===== src/rtl/ras_pred_if.sv =====
// Fetch/decode side bus of the return-address stack predictor.
// The master drives the decoded instruction fields; the slave returns prediction and status.
interface ras_pred_if #(parameter int AW = 3);
  logic          en;
  logic          flush;
  logic [5:0]    op;
  logic [5:0]    funct;
  logic [4:0]    rs;
  logic [29:0]   pc;
  logic [31:0]   gpra;
  logic          pred_valid;
  logic [29:0]   pred_pc;
  logic          mispredict;
  logic [AW:0]   count;
  logic [15:0]   miss_cnt;

  modport master (
    output en, flush, op, funct, rs, pc, gpra,
    input  pred_valid, pred_pc, mispredict, count, miss_cnt
  );

  modport slave (
    input  en, flush, op, funct, rs, pc, gpra,
    output pred_valid, pred_pc, mispredict, count, miss_cnt
  );
endinterface


===== src/rtl/ras_pred.sv =====
// Return-address stack: pushes link addresses on jal/jalr, predicts jr $31 targets,
// and checks each prediction against the architectural register value.
module ras_pred #(
  parameter int DEPTH = 8,
  parameter int AW    = 3
) (
  input logic     clk,
  input logic     rst_n,
  ras_pred_if.slave bus
);
  localparam logic [AW:0]   FULL  = (AW+1)'(DEPTH);
  localparam logic [AW-1:0] ONE_P = 1;

  logic [29:0]   stk_q [DEPTH];
  logic [29:0]   stk_d [DEPTH];
  logic [AW-1:0] tp_q, tp_d, top_idx;
  logic [AW:0]   count_q, count_d;
  logic          mispredict_q, mispredict_d;
  logic [15:0]   miss_cnt_q, miss_cnt_d;
  logic          is_push, is_pop, pop_ok, miss;
  logic [29:0]   top_val;
  logic          unused_gpra_lo;

  assign unused_gpra_lo = ^bus.gpra[1:0];

  always_comb begin
    is_push = bus.en && ((bus.op == 6'b000011) ||
                         (bus.op == 6'b000000 && bus.funct == 6'b001001));
    is_pop  = bus.en && (bus.op == 6'b000000) && (bus.funct == 6'b001000) &&
              (bus.rs == 5'd31);
    top_idx = tp_q - ONE_P;
    top_val = stk_q[top_idx];
    pop_ok  = is_pop && (count_q != '0);
    miss    = (top_val != bus.gpra[31:2]);
  end

  assign bus.pred_valid = pop_ok;
  assign bus.pred_pc    = top_val;
  assign bus.mispredict = mispredict_q;
  assign bus.count      = count_q;
  assign bus.miss_cnt   = miss_cnt_q;

  always_comb begin
    stk_d        = stk_q;
    tp_d         = tp_q;
    count_d      = count_q;
    mispredict_d = 1'b0;
    miss_cnt_d   = miss_cnt_q;
    // flush wins over push/pop and ignores en; entries are left in place
    if (bus.flush) begin
      tp_d    = '0;
      count_d = '0;
    end else if (is_push) begin
      stk_d[tp_q] = bus.pc + 30'd1;
      tp_d        = tp_q + ONE_P;
      count_d     = (count_q == FULL) ? count_q : count_q + 1'b1;
    end else if (pop_ok) begin
      tp_d         = top_idx;
      count_d      = count_q - 1'b1;
      mispredict_d = miss;
      if (miss && miss_cnt_q != 16'hFFFF) miss_cnt_d = miss_cnt_q + 16'd1;
    end
  end

  always_ff @(posedge clk or negedge rst_n) begin
    if (!rst_n) begin
      for (int i = 0; i < DEPTH; i++) stk_q[i] <= '0;
      tp_q         <= '0;
      count_q      <= '0;
      mispredict_q <= 1'b0;
      miss_cnt_q   <= '0;
    end else begin
      stk_q        <= stk_d;
      tp_q         <= tp_d;
      count_q      <= count_d;
      mispredict_q <= mispredict_d;
      miss_cnt_q   <= miss_cnt_d;
    end
  end
endmodule


===== src/flat_wrapper.sv =====
// flat-port wrapper written by rule: the top's interface ports become plain ports
module ras_pred_flat 
#(
  parameter int DEPTH = 8,
  parameter int AW    = 3
)
  (clk, rst_n, bus_en, bus_flush, bus_op, bus_funct, bus_rs, bus_pc, bus_gpra, bus_pred_valid, bus_pred_pc, bus_mispredict, bus_count, bus_miss_cnt);
  ras_pred_if #(.AW(AW)) bus_i ();
  input logic clk;
  input logic rst_n;
  input wire logic [$bits(bus_i.en)-1:0] bus_en;
  input wire logic [$bits(bus_i.flush)-1:0] bus_flush;
  input wire logic [$bits(bus_i.op)-1:0] bus_op;
  input wire logic [$bits(bus_i.funct)-1:0] bus_funct;
  input wire logic [$bits(bus_i.rs)-1:0] bus_rs;
  input wire logic [$bits(bus_i.pc)-1:0] bus_pc;
  input wire logic [$bits(bus_i.gpra)-1:0] bus_gpra;
  output wire logic [$bits(bus_i.pred_valid)-1:0] bus_pred_valid;
  output wire logic [$bits(bus_i.pred_pc)-1:0] bus_pred_pc;
  output wire logic [$bits(bus_i.mispredict)-1:0] bus_mispredict;
  output wire logic [$bits(bus_i.count)-1:0] bus_count;
  output wire logic [$bits(bus_i.miss_cnt)-1:0] bus_miss_cnt;
  assign bus_i.en = bus_en;
  assign bus_i.flush = bus_flush;
  assign bus_i.op = bus_op;
  assign bus_i.funct = bus_funct;
  assign bus_i.rs = bus_rs;
  assign bus_i.pc = bus_pc;
  assign bus_i.gpra = bus_gpra;
  assign bus_pred_valid = bus_i.pred_valid;
  assign bus_pred_pc = bus_i.pred_pc;
  assign bus_mispredict = bus_i.mispredict;
  assign bus_count = bus_i.count;
  assign bus_miss_cnt = bus_i.miss_cnt;
  ras_pred #(.DEPTH(DEPTH), .AW(AW)) u_core (.clk(clk), .rst_n(rst_n), .bus(bus_i));
endmodule

===== config.mk =====
export PLATFORM = sky130hd
export DESIGN_NAME = ras_pred_flat
export DESIGN_NICKNAME = d
export VERILOG_FILES = /design/src/rtl/ras_pred_if.sv /design/src/rtl/ras_pred.sv /design/src/flat_wrapper.sv
export SDC_FILE = /design/constraint.sdc
export NUM_CORES = 1
export LEC_CHECK = 0
export BUFFER_PORTS_ARGS = -buffer_cell sky130_fd_sc_hd__buf_2
export CELL_PAD_IN_SITES_DETAIL_PLACEMENT = 0
export CELL_PAD_IN_SITES_GLOBAL_PLACEMENT = 1
export CORE_ASPECT_RATIO = 0.5
export CORE_UTILIZATION = 40
export DETAILED_ROUTE_END_ITERATION = 10
export GPL_ROUTABILITY_DRIVEN = 0
export PLACE_DENSITY = 0.79
export SLEW_MARGIN = 30
export SYNTH_ARGS = -nofsm -noshare
export SYNTH_HDL_FRONTEND = slang
export SYNTH_SLANG_ARGS = --single-unit
export TNS_END_PERCENT = 20

===== constraint.sdc =====
create_clock -name clk -period 3.2 [get_ports clk]
set_input_delay 0.32 -clock clk [delete_from_list [all_inputs] [get_ports clk]]
set_output_delay 0.32 -clock clk [all_outputs]
set_load 0.05 [all_outputs]

Yosys cells after proc, flatten, opt, wreduce, memory -nomap -nowiden:

Index checks and enable logic that the tools add are counted.

* flip-flop bits (word level): 264
* input port bits: 83
* output and inout bits: 52
* logic and storage cells: 64

* $add $sub $neg: 6
* magnitude comparators: 3
* equality and inequality tests: 8
* mux-type cells: 16
* bitwise logic cells: 4
* reduce and logical (&&, ||, !) cells: 15

Operator list (count)
* 240-bit bitwise mux: 1
* 30-bit binary-select mux with 3-bit select: 1
* 30-bit demux with 3-bit select: 1
* 30-bit two-way mux: 3
* 30-bit by 1-bit adder with 30-bit output (second input constant): 1
* 30-bit != test: 1
* 16-bit by 1-bit adder with 16-bit output (second input constant): 1
* 4-bit two-way mux: 4
* 16-bit != test (second input constant): 1
* 6-bit by 4-bit equality test with 1-bit output (second input constant): 2
* 3-bit two-way mux: 3
* 4-bit greater-or-equal comparator (second input constant): 2
* 1-bit logical AND: 8
* 3-bit inverter with 4-bit output: 2
* 6-bit by 2-bit equality test with 1-bit output (second input constant): 1
* 6-bit logical NOT: 1
* 5-bit equality test (second input constant): 1
* 4-bit by 1-bit adder with 4-bit output (second input constant): 1
* 4-bit equality test (second input constant): 1
* 4-bit by 1-bit < comparator with 1-bit output (second input constant): 1
* 2-bit AND reduction: 2
* 4-bit AND reduction: 1
* 4-bit nonzero test: 1
* 4-bit by 1-bit subtractor with 4-bit output (second input constant): 1
* 7 further kinds: 10

Longest topological paths before layout:

Gate-level depths: netlist (run 1).

* depth in word-level cells: 9
* depth in mapped cells: 18

Least setup slack after synthesis (run 1):

OpenSTA, ideal clock, no wires.

* kind: register -> output
* start point: register u_core.tp_q[0]
* end point: output port bus_pred_pc[27]
* arrival time: 3457 ps
* required time: 2880 ps
* slack: -577 ps
* cell stages (with the launch flop): 13
* cell sequence: dfrtp_1 buf_6 buf_6 buf_6 inv_1 ha_1 buf_2 buf_2 inv_1 clkbuf_1 clkbuf_1 a21oi_1 o21ai_0

* cells in the longest elaborated chain, start to end: 5

RTL lines
* start: declaration: line ras_pred.sv:16 `logic [AW-1:0] tp_q, tp_d, top_idx;`
* start signal: assignment: line ras_pred.sv:74 `tp_q <= tp_d;`
* 3-bit by 1-bit subtractor with 3-bit output: line ras_pred.sv:31 `top_idx = tp_q - ONE_P;`
* 3-bit inverter with 4-bit output (not written as such): line ras_pred.sv:32 `top_val = stk_q[top_idx];`
* 30-bit binary-select mux with 3-bit select: line ras_pred.sv:32
* 30-bit two-way mux (not written as such) (2 in a row): line ras_pred.sv:32
* end: declaration: line flat_wrapper.sv:19 `output wire logic [$bits(bus_i.pred_pc)-1:0] bus_pred_pc;`

Every way passes these cells. The select of a mux whose other input is x is not followed.

Worst setup path in the final report (run 1):

* start point: register u_core.tp_q[0]
* end point: register u_core.miss_cnt_q[1] (netlist: u_core.bus.miss_cnt[1])

* cells in the longest elaborated chain, start to end: 8

RTL lines
* 3-bit by 1-bit subtractor with 3-bit output: line ras_pred.sv:31
* 3-bit inverter with 4-bit output (not written as such): line ras_pred.sv:32
* 30-bit binary-select mux with 3-bit select: line ras_pred.sv:32
* 30-bit two-way mux (not written as such) (2 in a row): line ras_pred.sv:32
* 30-bit != test: line ras_pred.sv:34 `miss = (top_val != bus.gpra[31:2]);`
* 1-bit logical AND: line ras_pred.sv:61 `if (miss && miss_cnt_q != 16'hFFFF) miss_cnt_d = miss_cnt_q + 16'd1;`
* 4-bit AND reduction (no source line)
* end signal: assignment: line ras_pred.sv:77 `miss_cnt_q <= miss_cnt_d;`
* end: declaration: line ras_pred.sv:19 `logic [15:0] miss_cnt_q, miss_cnt_d;`

Every way passes these cells. The select of a mux whose other input is x is not followed.
A chain may end at the register's enable or synchronous reset.

==> results of run 1 <==
## where the power goes
group	switching, uW	internal (uW)
sequential	36.9	3380
clock	1390	2100
combinational	541	304
total	1970	5790
## cells by family after synthesis
family	count (synthesis)
adder cells (fa/ha/maj)	7
XOR/XNOR	97
AO/OA/AOI/OAI	292
buffers and inverters	102
multiplexers	105
flip-flops	264
AND/OR/NAND/NOR	460
## flip-flops by register name, indices dropped and copies added (netlist names)
register               count
u_core.bus.count           4
u_core.bus.mispredict      1
u_core.bus.miss_cnt       16
u_core.stk_q             240
u_core.tp_q                3
## what timing repair did
item                                   CTS  global route
hold buffers                             1             0
endpoints found under the hold margin   95             0
buffers inserted                         6             0
gates resized for setup                 22            10
cloned                                   2             0
setup endpoints to repair               18            22
pin swaps                               13             7
## cell usage in the layout (no fill, tap or decap), types with 14 or more instances in the layout
cell       instances
inv_1             16
nand4_1           14
buf_4             80
mux2i_1           32
buf_2            131
mux4_2            60
xnor2_1           49
clkbuf_16         27
o21ai_0          239
nand3_1           26
nor2_1            30
xor2_1            41
dfrtp_1          263
nand2_1          337
buf_12            16
## critical path: cells and delay by family, from the launching register on
| family | cells | cell delay (ns) |
|---|---|---|
| simple gates | 2 | 0.90 |
| buf+inv | 4 | 0.43 |
| mux | 2 | 0.68 |
| compound gates | 3 | 0.34 |
| flops | 1 | 0.46 |
| xor+xnor | 1 | 0.21 |
| fa+ha+maj | 1 | 0.37 |
## per-layer routing
metal / GRT usage / vias to the layer above / part of all wire
met3: 0.0475 / 71 / 0.071
met4: 0.0754 / 0 / 0.031
met2: 0.379 / 402 / 0.46
met1: 0.339 / 5396 / 0.44
li1: - / 5000 / -
met5: 0 / - / 0
## path summary, 6_finish.rpt
kind | depth (start not counted) | end | from
max | 13 | u_core.bus.miss_cnt[1] | u_core.tp_q[0]
min | 2 | u_core.bus.count[3] | bus_flush
max reg2reg | 13 | u_core.bus.miss_cnt[1] | u_core.tp_q[0]
min reg2reg | 2 | u_core.stk_q[49] | u_core.stk_q[49]
max in group asynchronous | 3 | u_core.tp_q[0] | rst_n
min in group asynchronous | 2 | u_core.stk_q[3] | rst_n
## area by class of cell
cell class,instances,area [um2]
Tap cell,432,541
Clock inverter,17,258
Inverter,17,68.8
Clock buffer,31,721
Multi-Input combinational cell,962,6540
Sequential cell,264,6610
Fill cell,2878,15900
Timing Repair Buffer,238,1730
## stage by stage
| step | utilization | hold WS [ns] | power [uW] |
|---|---|---|---|
| global route | 0.509 | 0.118 | 8010 |
| global placement | 0.470 | 0.390 | 4250 |
| floorplan | - | 0.0244 | 3870 |
| CTS | 0.508 | 0.0845 | 7800 |
| finish | 0.509 | 0.106 | 7750 |
| detailed placement | 0.470 | 0.408 | 4270 |
==> reports/summary.txt, run 1 <==
Die width -> 261 um
Area leader, netlist -> dfrtp_1
Top cells by count, synth -> nand2_1, dfrtp_1, o21ai_0
Via Count -> 10.9k
DP Worst Slack -> -0.661 ns
Post-Synthesis Cells -> 1327
Final setup violation count -> 17
Initial Util -> 0.415
CP Launch Type -> flip-flop
Dpl cells -> 1904
Worst setup EP type -> flip-flop
Mapped Nets -> 1417
Worst-path clk slew -> 0.06 ns
Drt via density -> 5.54
Top cells by area, synth -> dfrtp_1, mux4_2, nand2_1, o21ai_0, xnor2_1
Placed inst area -> 15200 um2
Power per cell area -> 471 nW/um2
Final Net Count -> 1599
Clk Latency, worst-skew pair -> 0.55 ns
Post-synthesis simple-gate area fraction -> 0.144
Yosys cell types -> 54
Worst Path Max Fanout -> 8
# port buffers -> 132
Xor and xnor fraction of the mapped netlist area -> 0.0634
Async S/R FF share, synth -> 1.00
Slowest-stage cell, CP -> dfrtp_4
Antenna Violating Nets Remaining -> 0
Number of synthesized register bits -> 264
Die area -> 34300 um2
Clock root buffer master -> clkbuf_16
Max_slew headroom -> 0.472
Arr. time, crit path -> 3.96 ns
Synth top area share -> 0.493
Compound-cell area share of the yosys netlist -> 0.118
Setup TNS -> -4.03 ns
Core area -> 32300 um2
Leak pwr -> 0.00739 uW
Synth warn -> 0
Drt total wl -> 40600 um
FMAX -> 283 MHz
Final worst slack -> -0.329 ns
CP dominant cell by count -> buf_12
# DRC -> 6
Worst clock skew -> 0.0127 ns
Slew of the pin with the lowest slew margin -> 0.786 ns
Status -> finished with violations
VDD IR max -> 0.000294 V
Max Slew Vio Count -> 0
CTS tree -> yes
Largest family of logic cells by synthesized area -> simple AND/OR/NAND/NOR gates
Vias in the first global route -> 11.0k
R2r setup slk -> -0.33 ns
CTS Buf Count -> 26
Delay of the slowest critical-path stage -> 0.46 ns
Die Ht -> 131 um
Post-route insts no fill -> 1961
Area grow syn2layout -> 22.8%
Clock sinks -> 264
Post-synth EDFFs -> 0
Area share of fa/ha/maj cells after synthesis -> 0.00709
Top_reg_cell synth -> dfrtp_1
Initial antenna violation count -> 0
Hold Fails Final Rpt -> 0
Seq/Total Area, Yosys -> 0.493
CP Class -> reg -> reg
H-tree depth -> 1
Maxcap violations -> 0
DP HPWL -> 28300 um
Mean area per synthesized cell -> 10.1 um2
Violated checks -> design-rule violations, negative setup slack
Top Ports -> 135
Ratio of cells with drive above 1 in the final layout -> 0.252
Overall Global Routing Usage -> 0.242
Hold crit path type -> in -> reg
Layout Cell Area excl Fill -> 16500 um2
Final worst path period need -> 3.53 ns
Critical-path cell list -> inv_6 -> ha_4 -> buf_12 -> buf_12 -> mux4_2 -> xor2_2 -> or4_4 -> o41ai_4 -> o2111ai_2 -> nor4_4 -> buf_12 -> a311oi_4 -> mux2_4
Ant diodes -> 0
DRT iter0 DRCs -> 976
RSZ-0062 raised after global routing -> yes
Netlist Area Pre-Place -> 13400 um2
Wire length per cell -> 20.7 um
Final period utilization -> 1.10
Total overflow reported by the global router -> 0
Clk buf depth -> 3
First-pass GRT wire length -> 63800 um
FP Rows -> 46
Count leader, synth -> nand2_1
Req. time, crit path -> 3.63 ns
Router iterations before antenna repair -> 8
Post-synthesis mux area share -> 0.139
Largest net degree at the start of global routing -> 100
No activity file was read; power rests on OpenSTA's default activity.
==> run 2, diff against run 1 <==
--- a/config.mk
+++ b/config.mk
@@ -12,7 +12,7 @@
 export CORE_UTILIZATION = 40
 export DETAILED_ROUTE_END_ITERATION = 10
 export GPL_ROUTABILITY_DRIVEN = 0
-export PLACE_DENSITY = 0.79
+export PLACE_DENSITY = 0.76
 export SLEW_MARGIN = 30
 export SYNTH_ARGS = -nofsm -noshare
 export SYNTH_HDL_FRONTEND = slang
==> constraint.sdc (replaced) <==
create_clock -name clk -period 3.7 [get_ports clk]
set_input_delay 0.37 -clock clk [delete_from_list [all_inputs] [get_ports clk]]
set_output_delay 0.37 -clock clk [all_outputs]
set_load 0.05 [all_outputs]
==> reports/summary.txt, run 2 (same netlist as run 1, synthesis figures left out) <==
Status -> finished with violations (unchanged)
Violated checks -> design-rule violations (was design-rule violations, negative setup slack)
Overall Global Routing Usage -> 0.226 (was 0.242)
FMAX -> 280 MHz (was 283 MHz)
Router iterations before antenna repair -> 11 (was 8)
CTS tree -> yes (unchanged)
Final period utilization -> 0.966 (was 1.10)
Worst-path clk slew -> 0.07 ns (was 0.06 ns)
Clk buf depth -> 3 (unchanged)
Max Slew Vio Count -> 0 (unchanged)
Post-route insts no fill -> 1902 (was 1961)
CP Class -> reg -> reg (unchanged)
Hold crit path type -> in -> reg (unchanged)
RSZ-0062 raised after global routing -> no (was yes)
Top Ports -> 135 (unchanged)
Core area -> 32300 um2 (unchanged)
Leading cell types in the layout, fill and taps excluded -> nand2_1, dfrtp_1, o21ai_0, buf_2, mux4_2 (was nand2_1, dfrtp_1, o21ai_0, buf_2, buf_4)
CTS Buf Count -> 25 (was 26)
Die area -> 34300 um2 (unchanged)
NetSw -> 1570 uW (was 1970 uW)
DP Worst Slack -> 0.191 ns (was -0.661 ns)
Initial Util -> 0.415 (unchanged)
Drt total wl -> 38300 um (was 40600 um)
DP HPWL -> 25700 um (was 28300 um)
Req. time, crit path -> 4.11 ns (was 3.63 ns)
FP Rows -> 46 (unchanged)
Largest net degree at the start of global routing -> 101 (was 100)
Register bank with the most flops -> u_core.stk_q (unchanged)
Slew of the pin with the lowest slew margin -> 0.840 ns (was 0.786 ns)
Final worst path period need -> 3.57 ns (was 3.53 ns)
Maxcap violations -> 0 (unchanged)
Max_slew headroom -> 0.436 (was 0.472)
CP Launch Type -> flip-flop (unchanged)
DRT iter0 DRCs -> 1064 (was 976)
Sw Ratio -> 0.258 (was 0.254)
Largest register FFs -> 240 (unchanged)
Die Ht -> 131 um (unchanged)
Drt via density -> 5.46 (was 5.54)
# port buffers -> 132 (unchanged)
Clk Latency, worst-skew pair -> 0.53 ns (was 0.55 ns)
Power per cell area -> 391 nW/um2 (was 471 nW/um2)
# DRC -> 8 (was 6)
Worst Path Max Fanout -> 22 (was 8)
Final setup violation count -> 0 (was 17)
Dpl cells -> 1856 (was 1904)
Antenna Violating Nets Remaining -> 0 (unchanged)
Most common cell after layout, fill and taps aside -> nand2_1 (unchanged)
Clock sinks -> 264 (unchanged)
H-tree depth -> 1 (unchanged)
Arr. time, crit path -> 3.98 ns (was 3.96 ns)
Worst setup EP type -> flip-flop (unchanged)
Power share of the combinational group -> 0.108 (was 0.109)
Final worst slack -> 0.126 ns (was -0.329 ns)
VDD IR max -> 0.000235 V (was 0.000294 V)
Setup TNS -> 0 ns (was -4.03 ns)
Setup Buffers After CTS -> 0 (was 6)
Hold Fails Final Rpt -> 0 (unchanged)
Final Net Count -> 1542 (was 1599)
Internal power -> 4520 uW (was 5790 uW)
Initial antenna violation count -> 2 (was 0)
Ratio of cells with drive above 1 in the final layout -> 0.206 (was 0.252)
Leak pwr -> 0.00693 uW (was 0.00739 uW)
Via Count -> 10.4k (was 10.9k)
Wire length per cell -> 20.1 um (was 20.7 um)
Worst clock skew -> 0.0109 ns (was 0.0127 ns)
Clock root buffer master -> clkbuf_16 (unchanged)
Vias in the first global route -> 10.4k (was 11.0k)
Area grow syn2layout -> 16.1% (was 22.8%)
Total overflow reported by the global router -> 0 (unchanged)
Die width -> 261 um (unchanged)
Clock network fraction of total power -> 0.407 (was 0.450)
First-pass GRT wire length -> 59700 um (was 63800 um)
Flop pwr share -> 0.485 (was 0.441)
==> run 2: path summary, 6_finish.rpt <==
path | slack, ns | cells after the start | from | endpoint
setup / recovery | 0.13 | 13 | u_core.tp_q[0] | u_core.bus.miss_cnt[1]
hold / removal | 0.15 | 2 | bus_flush | u_core.bus.count[3]
setup reg to reg | 0.13 | 13 | u_core.tp_q[0] | u_core.bus.miss_cnt[1]
hold reg to reg | 0.47 | 2 | u_core.stk_q[212] | u_core.stk_q[212]
max in group asynchronous | 2.28 | 3 | rst_n | u_core.stk_q[144]
min in group asynchronous | 0.45 | 2 | rst_n | u_core.stk_q[98]
==> run 2: final cells by class <==
class                           instances  area [um2]
Sequential cell                       264        6610
Tap cell                              432         541
Inverter                               17        63.8
Clock buffer                           39         748
Timing Repair Buffer                  183        1190
Clock inverter                          4        20.0
Fill cell                            2981       16800
Antenna cell                            2        5.00
Multi-Input combinational cell        961        6390
==> run 2: layer usage <==
layer	track usage	share of wire	up-vias
met4	0.0572	0.022	0
li1	-	-	4874
met3	0.0459	0.075	46
met1	0.318	0.44	5147
met5	0	0	-
met2	0.357	0.47	317
==> run 2: worst max-delay path, stage by stage (launching register included) <==
cell       delay, ns
dfrtp_4         0.43
inv_1           0.08
ha_4            0.33
buf_12          0.19
mux4_2          0.35
xnor2_1         0.28
o21ai_0         0.15
o41ai_1         0.34
o2111ai_1       0.21
nor4_2          0.33
buf_4           0.20
a311oi_2        0.04
buf_4           0.21
mux2_2          0.27
==> run 2: through the flow <==
step                      hold WS [ns]  total power [uW]  area, um2   util
after floorplan                 0.0744              3340      13400      -
after global placement           0.445              3650      14800  0.457
after detailed placement         0.463              3660      14800  0.457
after CTS                        0.135              6140      15600  0.481
after global routing             0.147              6310      15600  0.481
final                            0.147              6090      15600  0.481
==> run 2: power groups by stage <==
stage / combinational (uW) / clock (uW) / sequential, uW
after floorplan: 319 / 0 / 3020
after global placement: 646 / 0 / 3000
after detailed placement: 657 / 0 / 3010
after CTS: 661 / 2520 / 2950
after global routing: 711 / 2650 / 2960
final: 658 / 2480 / 2950
==> run 2: repair_timing <==
item	CTS	global route
hold buffers	1	0
endpoints found under the setup margin	0	2
gates resized for setup	0	2
hold endpoints to repair	97	0
